==> config.mk <==
export PLATFORM = sky130hd
export DESIGN_NAME = if_fetch_flat
export DESIGN_NICKNAME = d
export VERILOG_FILES = /design/src/rtl/if_fetch_if.sv /design/src/rtl/if_fetch.sv /design/src/flat_wrapper.sv
export SDC_FILE = /design/constraint.sdc
export NUM_CORES = 1
export LEC_CHECK = 0
export CAP_MARGIN = 5
export CELL_PAD_IN_SITES_DETAIL_PLACEMENT = 1
export CELL_PAD_IN_SITES_GLOBAL_PLACEMENT = 1
export CORE_UTILIZATION = 44
export CTS_BUF_LIST = sky130_fd_sc_hd__clkbuf_4 sky130_fd_sc_hd__clkbuf_8 sky130_fd_sc_hd__clkbuf_16
export CTS_CLUSTER_DIAMETER = 40
export DETAILED_ROUTE_END_ITERATION = 12
export PLACE_DENSITY = 0.75
export SYNTH_ARGS = -nofsm -noshare
export SYNTH_HDL_FRONTEND = slang
export SYNTH_SLANG_ARGS = --single-unit
==> constraint.sdc <==
create_clock -name clk -period 3.2 [get_ports clk]
set_clock_uncertainty 0.2 [all_clocks]
set_input_delay 0.64 -clock clk [delete_from_list [all_inputs] [get_ports clk]]
set_output_delay 0.64 -clock clk [all_outputs]
set_load 0.05 [all_outputs]
==> src/rtl/if_fetch_if.sv <==
// Instruction-memory fetch bus: request/grant issue with in-order response return.
interface if_fetch_if;
  logic        imem_req;
  logic [31:0] imem_addr;
  logic        imem_gnt;
  logic        imem_rvalid;
  logic [31:0] imem_rdata;

  modport master (
    output imem_req,
    output imem_addr,
    input  imem_gnt,
    input  imem_rvalid,
    input  imem_rdata
  );

  modport slave (
    input  imem_req,
    input  imem_addr,
    output imem_gnt,
    output imem_rvalid,
    output imem_rdata
  );
endinterface

==> src/rtl/if_fetch.sv <==
// MIPS32 instruction-fetch stage: owns the PC, issues word fetches, buffers returned
// instructions with their addresses and presents one per cycle to IF/ID.
module if_fetch #(
  parameter logic [31:0] RESET_PC = 32'h0000_0000,
  parameter int unsigned DEPTH    = 4
) (
  input  logic        clk,
  input  logic        rst,
  input  logic        stall,
  input  logic        flush,
  input  logic [31:0] flush_pc,
  if_fetch_if.master  imem,
  output logic [31:0] if_addr,
  output logic [31:0] if_data,
  output logic        if_valid
);

  localparam int unsigned AW = $clog2(DEPTH);
  localparam int unsigned CW = AW + 1;
  localparam logic [CW:0] LIMIT = (CW+1)'(DEPTH);

  logic [31:0]   pc;
  logic [31:0]   aq [DEPTH];
  logic [AW-1:0] aq_rd;
  logic [AW-1:0] aq_wr;

  logic [31:0]   buf_addr [DEPTH];
  logic [31:0]   buf_data [DEPTH];
  logic [AW-1:0] rd_ptr;
  logic [AW-1:0] wr_ptr;
  logic [CW-1:0] count;
  logic [CW-1:0] outstanding;
  logic [CW-1:0] drop;

  logic [CW:0]   in_use;
  logic          grant;
  logic          rsp;
  logic          rsp_keep;
  logic          rsp_drop;
  logic          push;
  logic          pop;

  // Dropped responses stay in 'outstanding' until they return, so they keep holding credit.
  assign in_use        = {1'b0, outstanding} + {1'b0, count};
  assign imem.imem_req = rst && !flush && (in_use < LIMIT);
  assign imem.imem_addr = pc;

  assign grant    = imem.imem_req && imem.imem_gnt;
  assign rsp      = imem.imem_rvalid && (outstanding != '0);
  assign rsp_drop = rsp && (drop != '0);
  assign rsp_keep = rsp && (drop == '0);
  assign push     = rsp_keep && !flush;

  assign if_valid = (count != '0) && !flush;
  assign pop      = if_valid && !stall;
  // Bubbles go out as all-zero words, which IF/ID decodes as NOP.
  assign if_addr  = if_valid ? buf_addr[rd_ptr] : '0;
  assign if_data  = if_valid ? buf_data[rd_ptr] : '0;

  always_ff @(posedge clk or negedge rst) begin
    if (!rst) begin
      pc          <= RESET_PC;
      aq_rd       <= '0;
      aq_wr       <= '0;
      rd_ptr      <= '0;
      wr_ptr      <= '0;
      count       <= '0;
      outstanding <= '0;
      drop        <= '0;
    end else begin
      outstanding <= outstanding + CW'(grant) - CW'(rsp);
      if (flush) begin
        pc     <= flush_pc;
        aq_rd  <= '0;
        aq_wr  <= '0;
        rd_ptr <= '0;
        wr_ptr <= '0;
        count  <= '0;
        // Everything still in flight after this cycle's response belongs to the old stream.
        drop   <= outstanding - CW'(rsp);
      end else begin
        if (grant) begin
          pc    <= pc + 32'd4;
          aq_wr <= aq_wr + 1'b1;
        end
        if (rsp_drop) begin
          drop <= drop - 1'b1;
        end
        if (rsp_keep) begin
          aq_rd  <= aq_rd + 1'b1;
          wr_ptr <= wr_ptr + 1'b1;
        end
        if (pop) begin
          rd_ptr <= rd_ptr + 1'b1;
        end
        count <= count + CW'(push) - CW'(pop);
      end
    end
  end

  always_ff @(posedge clk) begin
    if (grant) begin
      aq[aq_wr] <= pc;
    end
    if (push) begin
      buf_addr[wr_ptr] <= aq[aq_rd];
      buf_data[wr_ptr] <= imem.imem_rdata;
    end
  end

endmodule

==> src/flat_wrapper.sv <==
// flat-port wrapper written by rule: the top's interface ports become plain ports
module if_fetch_flat 
#(
  parameter logic [31:0] RESET_PC = 32'h0000_0000,
  parameter int unsigned DEPTH    = 4
)
  (clk, rst, stall, flush, flush_pc, if_addr, if_data, if_valid, imem_imem_req, imem_imem_addr, imem_imem_gnt, imem_imem_rvalid, imem_imem_rdata);
  if_fetch_if imem_i ();
  input  logic clk;
  input  logic rst;
  input  logic stall;
  input  logic flush;
  input  logic [31:0] flush_pc;
  output logic [31:0] if_addr;
  output logic [31:0] if_data;
  output logic if_valid;
  output wire logic [$bits(imem_i.imem_req)-1:0] imem_imem_req;
  output wire logic [$bits(imem_i.imem_addr)-1:0] imem_imem_addr;
  input wire logic [$bits(imem_i.imem_gnt)-1:0] imem_imem_gnt;
  input wire logic [$bits(imem_i.imem_rvalid)-1:0] imem_imem_rvalid;
  input wire logic [$bits(imem_i.imem_rdata)-1:0] imem_imem_rdata;
  assign imem_imem_req = imem_i.imem_req;
  assign imem_imem_addr = imem_i.imem_addr;
  assign imem_i.imem_gnt = imem_imem_gnt;
  assign imem_i.imem_rvalid = imem_imem_rvalid;
  assign imem_i.imem_rdata = imem_imem_rdata;
  if_fetch #(.RESET_PC(RESET_PC), .DEPTH(DEPTH)) u_core (.clk(clk), .rst(rst), .stall(stall), .flush(flush), .flush_pc(flush_pc), .imem(imem_i), .if_addr(if_addr), .if_data(if_data), .if_valid(if_valid));
endmodule
# Word level (Yosys, flattened, before mapping)
# Memories as Yosys holds them, arrays and structs flattened.
# Cells that the tools add are included.
dict set report word_totals {
  regBits 49
  ramBits 384
  inputBits 70
  out_inout_bits 98
  elab_cells 62
  mem_count 3
}
dict set report op_classes {
  add_sub_neg 12
  magnitude_cmp 1
  mux 19
  n_reduce_logical 19
}
# memory depth word_bits rd rd_clocked_by_memory_dff write_ports line_no
set memory_table {}
lappend memory_table {u_core.aq 4 32 1 0 1 if_fetch.sv:23} ;# logic [31:0] aq [DEPTH];
lappend memory_table {u_core.buf_addr 4 32 1 0 1 if_fetch.sv:27} ;# logic [31:0] buf_addr [DEPTH];
lappend memory_table {u_core.buf_data 4 32 1 0 1 if_fetch.sv:28} ;# logic [31:0] buf_data [DEPTH];
# cell count
set ops {}
lappend ops {{32-bit 2-to-1 mux} 4}
lappend ops {{32-bit by 3-bit adder with 32-bit output, second input constant} 1}
lappend ops {{2-bit 2-to-1 mux} 8}
lappend ops {{1-bit logical AND} 9}
lappend ops {{3-bit 2-to-1 mux} 3}
lappend ops {{3-bit nonzero test} 3}
lappend ops {{3-bit by 1-bit subtractor with 3-bit output} 3}
lappend ops {{2-bit by 1-bit adder with 2-bit output, second input constant} 4}
lappend ops {{2-bit nonzero test} 4}
lappend ops {{3-bit by 1-bit adder with 3-bit output} 2}
lappend ops {{3-bit by 3-bit adder with 4-bit output} 1}
lappend ops {{4-bit by 3-bit < comparator with 1-bit output, second input constant} 1}
lappend ops {{1-bit 2-to-1 mux} 4}
lappend ops {{3-bit logical NOT} 1}
lappend ops {{3-bit by 1-bit subtractor with 3-bit output, second input constant} 1}
lappend ops {{1-bit logical NOT} 2}

# Depth between registers and ports, before layout
dict set report depth {
  depth_word 7
  depth_mapped 9
  mapped_depth_nobuf 9
}

# Worst setup path before layout
# No wires, ideal clock.
dict set report synth_path {
  path_kind {input port to flip-flop}
  start {input port imem_imem_rvalid}
  end {memory u_core.buf_addr[0][0] (enable)}
  setup_time_ns 0.429
  arrival_ns 2.899
  required_time_ns 2.571
  setup_slack_ns -0.328
  path_stages 4
  path_buffers 0
  path_cell_list {o31ai_1 -> nor3b_2 -> nor2b_1 -> and2_1}
}
dict set report synth_between {
  elab_chain_cells 5
}
# item line_no
set synth_rtl {}
lappend synth_rtl {{start: declaration} flat_wrapper.sv:20} ;# input wire logic [$bits(imem_i.imem_rvalid)-1:0] imem_imem_rvalid;
lappend synth_rtl {{1-bit logical AND} if_fetch.sv:49} ;# assign rsp = imem.imem_rvalid && (outstanding != '0);
lappend synth_rtl {{1-bit logical AND} if_fetch.sv:51} ;# assign rsp_keep = rsp && (drop == '0);
lappend synth_rtl {{1-bit logical AND} if_fetch.sv:52} ;# assign push = rsp_keep && !flush;
lappend synth_rtl {{1-bit 2-to-1 mux} if_fetch.sv:105} ;# if (push) begin
lappend synth_rtl {{1-bit 2-to-1 mux (not written as such)} if_fetch.sv:106} ;# buf_addr[wr_ptr] <= aq[aq_rd];
lappend synth_rtl {{end: declaration} if_fetch.sv:27}
# Every way passes these cells.

# Worst setup path after layout
dict set report layout_path {
  start {register u_core.rd_ptr[0]}
  end {output port if_addr[28]}
}
dict set report layout_between {
  elab_chain_cells 2
}
# item line_no
set layout_rtl {}
lappend layout_rtl {{start: declaration} if_fetch.sv:29} ;# logic [AW-1:0] rd_ptr;
lappend layout_rtl {{start signal: assignment} if_fetch.sv:94} ;# rd_ptr <= rd_ptr + 1'b1;
lappend layout_rtl {{memory read 4 x 32 bit} n/a}
lappend layout_rtl {{32-bit 2-to-1 mux} if_fetch.sv:57} ;# assign if_addr = if_valid ? buf_addr[rd_ptr] : '0;
lappend layout_rtl {{end: declaration} flat_wrapper.sv:14} ;# output logic [31:0] if_addr;
# Every way passes these cells.

==> impl_metrics.tcl <==
set metrics [dict create \
    status "complete, no violations" \
    start_kind "register" \
    r2r_slack_ns 0.65 \
    fin_crit_ns 3.17 \
    reg2reg_depth 7 \
    crit_slowest_cell "dfrtp_4" \
    drv_cap 0 \
    io_buffers 167 \
    path_buf_inv 2 \
    drv_slew 0 \
    required_ns 2.36 \
    seq_area_um2 12800 \
    vias 9055 \
    drt-pass1-iter-count 4 \
    setup_ws_ns 0.0307 \
    critical-path-max-stage-delay_ns 0.53 \
    chipHeight_um 200 \
    antenna_found_initial 0 \
    cts_sinks 433 \
    cts_hold_buf 0 \
    path_cells "buf_6, mux4_2, and2_1, buf_12" \
    ys_seq_area_share_pct 74.1 \
    antennaDiodeCount 0 \
    synthCells 900 \
    clkLatencyLatePin_ns 0.60 \
    num_io_pins 168 \
    clkTransAtPathRegs_ns 0.05 \
    initial_utilization_pct 44.6 \
    yosys_register_bits 433 \
    critical_path_depth 4 \
    sw_frac_of_total_pct 27.9 \
    arrival_ns 2.33 \
    p_int_w 0.0118 \
    finalPower_w 0.0164 \
    grt_pass1_wl_um 58700 \
    hold_viol_final 0 \
    critPathCapture "if_addr[28]" \
    core_um2 38600 \
    gp_congestion 0.775 \
    rsz0062_at_grt "true" \
    grt_max_degree 50 \
    pwr-share-comb_pct 21.7 \
    crit_type "register to output pin" \
    async_flop_share_pct 11.3 \
    synth_cell_type_count 48 \
    drt_first_iter_violations 520 \
    cts_buffer_depth 3 \
    die_area_um2 39900 \
    fmax_mhz 316 \
    synth_edf_count 384 \
    overflow 0 \
    n_fill_cell 3357 \
    die_w_um 200 \
    num_rows 72 \
    synthToLayoutAreaGrowth_pct 30.7 \
    syn-num-nets 991 \
    grt_pass1_vias 9877 \
    grt_use_total_pct 20.0 \
    setup_viol_count_final 0 \
    drcViolationCount 0 \
    ys_dominant_reg_cell "edfxtp_1" \
    p_leak_nw 7.64 \
    critPathTopFamily "flip-flops" \
    slew_headroom_pct 49.5 \
    post_dp_cell_area_um2 20500 \
    clockPowerShare_pct 37.0 \
    reg2reg_to "u_core.imem.imem_addr[18]" \
    switching_power_w 0.00459 \
    path_max_fanout 10 \
    power.density_nw_per_um2 730 \
    ant_nets 0 \
    syn_area_per_cell_um2 19.1 \
    tightest_slew_ns 0.754 \
    cts_tree "yes" \
    p_seq_share_pct 41.3 \
    endpoint_kind "output pin" \
    final_cell_area_um2 22500 \
    synthTopCellsByArea "edfxtp_1, mux4_2, dfrtp_1, and2_1, ha_1" \
    vias_per_cell 5.36 \
    multiInputGateArea_um2 4310 \
    netlist_area_um2 17200 \
    rr_startpoint "u_core.imem.imem_addr[3]" \
    nNetsFinal 1218 \
    yosysTopAreaCell "edfxtp_1" \
    clock-root-buffer "clkbuf_16" \
    drt_wl_total_um 38400 \
    drive_above_1_share_pct 30.1 \
    routedWlPerCell_um 22.8 \
    post-place-ws_ns 0.227 \
    yosysWarnings 0 \
    htree_levels 2 \
    min_path_type "primary input to async pin" \
    final_cells 1689 \
    period_share_pct 99.0 \
    dpl.cell_count 1583 \
    yosys.area.top_type_share_pct 67.0 \
    crit_start "u_core.rd_ptr[0]" \
    numCtsBuffers 55 \
    dp_hpwl_um 24700 \
    irDropWorstVdd_v 0.000429 \
]
## timing repair
item,4_1_cts,5_1_grt
endpoints found under the setup margin,61,24
resized for setup,15,14
pin swaps,2,4
buffers inserted,5,0
## sequential cells by signal, indices dropped and copies added (netlist names)
register and cells:
u_core.wr_ptr 2, u_core.outstanding 3, u_core.count 3, u_core.aq_wr 2, u_core.imem.imem_addr 32, u_core.rd_ptr 2, u_core.buf_addr 128, u_core.drop 3
u_core.aq_rd 2, u_core.aq 128, u_core.buf_data 128
## placed cells by master, fill, tap and decap left out, types with 4 or more instances in the layout
cell type,n
edfxtp_1,384
clkdlybuf4s50_1,99
mux4_2,96
buf_12,79
clkbuf_16,55
dfrtp_1,46
and2_1,43
nand2_1,42
and2_4,30
buf_4,28
o21ai_0,25
nor2_1,21
ha_1,19
inv_1,18
nand3_1,18
nand4_1,12
o211ai_1,9
a21oi_1,8
clkinv_2,8
inv_6,8
xor2_1,7
xnor2_1,7
nor3_1,6
nor2b_1,6
clkbuf_4,6
and3_1,5
clkinv_4,5
clkinv_1,5
mux2i_1,4
nand3b_1,4
a31oi_1,4
o311ai_0,4
bufinv_16,4
## metrics by stage
stage	util (%)	hold WS, ns	setup TNS (ns)
final	58.2	0.00660	0
after global placement	53.1	0.345	0
after CTS	58.1	0.00914	-0.0302
after global routing	58.2	0.0546	-0.0670
after detailed placement	53.1	0.353	0
after floorplan	-	0.144	0
## worst min-delay path by stage
stage | start | to | cells after the start
global route | rst | u_core.drop[2] | 2
floorplan | rst | u_core.aq_rd[0] | 0
detailed placement | u_core.aq_wr[0] | u_core.aq_wr[0] | 1
global placement | u_core.aq_wr[0] | u_core.aq_wr[0] | 1
CTS | rst | u_core.drop[0] | 2
finish | rst | u_core.outstanding[0] | 2
## cell families after synthesis
| family | Yosys count | share of synthesized area [%] |
|---|---|---|
| DFF | 433 | 74.1 |
| and+or+nand+nor | 207 | 6.92 |
| muxes | 103 | 13.0 |
| AOI/OAI and AO/OA | 62 | 2.32 |
| buffers and inverters | 60 | 1.38 |
| adders and majority gates | 21 | 1.61 |
| xor gates and xnor gates | 14 | 0.712 |
## area by class of cell
class | count | area share, %
clock inverter | 38 | 1.77
inverter | 19 | 0.317
tap | 518 | 2.88
timing repair buffer | 211 | 12.7
sequential | 433 | 56.7
clock buffer | 63 | 6.44
multi-input combinational | 407 | 19.2
## cell usage after synthesis (3+ instances only)
library cell,instances
xor2_1,7
o311ai_0,4
xnor2_1,7
mux4_2,96
nand3_1,18
o211ai_1,9
clkbuf_1,26
buf_2,10
a21oi_1,8
mux2_2,3
dfrtp_1,49
a31oi_1,4
and3_1,5
buf_1,5
or3b_1,3
and2_1,73
nand4_1,12
edfxtp_1,384
mux2i_1,4
nand3b_1,4
nor3_1,7
nor2b_1,6
nand2_1,42
inv_1,18
nor2_1,22
o21ai_0,25
and4_1,3
ha_1,19
## power by group through the flow
stage                     clock (W)  combinational (W)  sequential [W]
after floorplan                   0            0.00186         0.00696
after global placement            0            0.00341         0.00689
after detailed placement          0            0.00347         0.00692
after CTS                   0.00619            0.00360         0.00679
after global routing        0.00636            0.00380         0.00682
final                       0.00607            0.00357         0.00679
## layer usage
layer | share of wire, % | wire, um | global-route usage, %
met5 | 0 | 0 | 0
met4 | 1.6 | 606 | 5.65
met3 | 4.8 | 1850 | 3.26
met2 | 50 | 19400 | 34.5
met1 | 43 | 16600 | 26.3
Note: power is estimated with default switching activity, not from simulation.
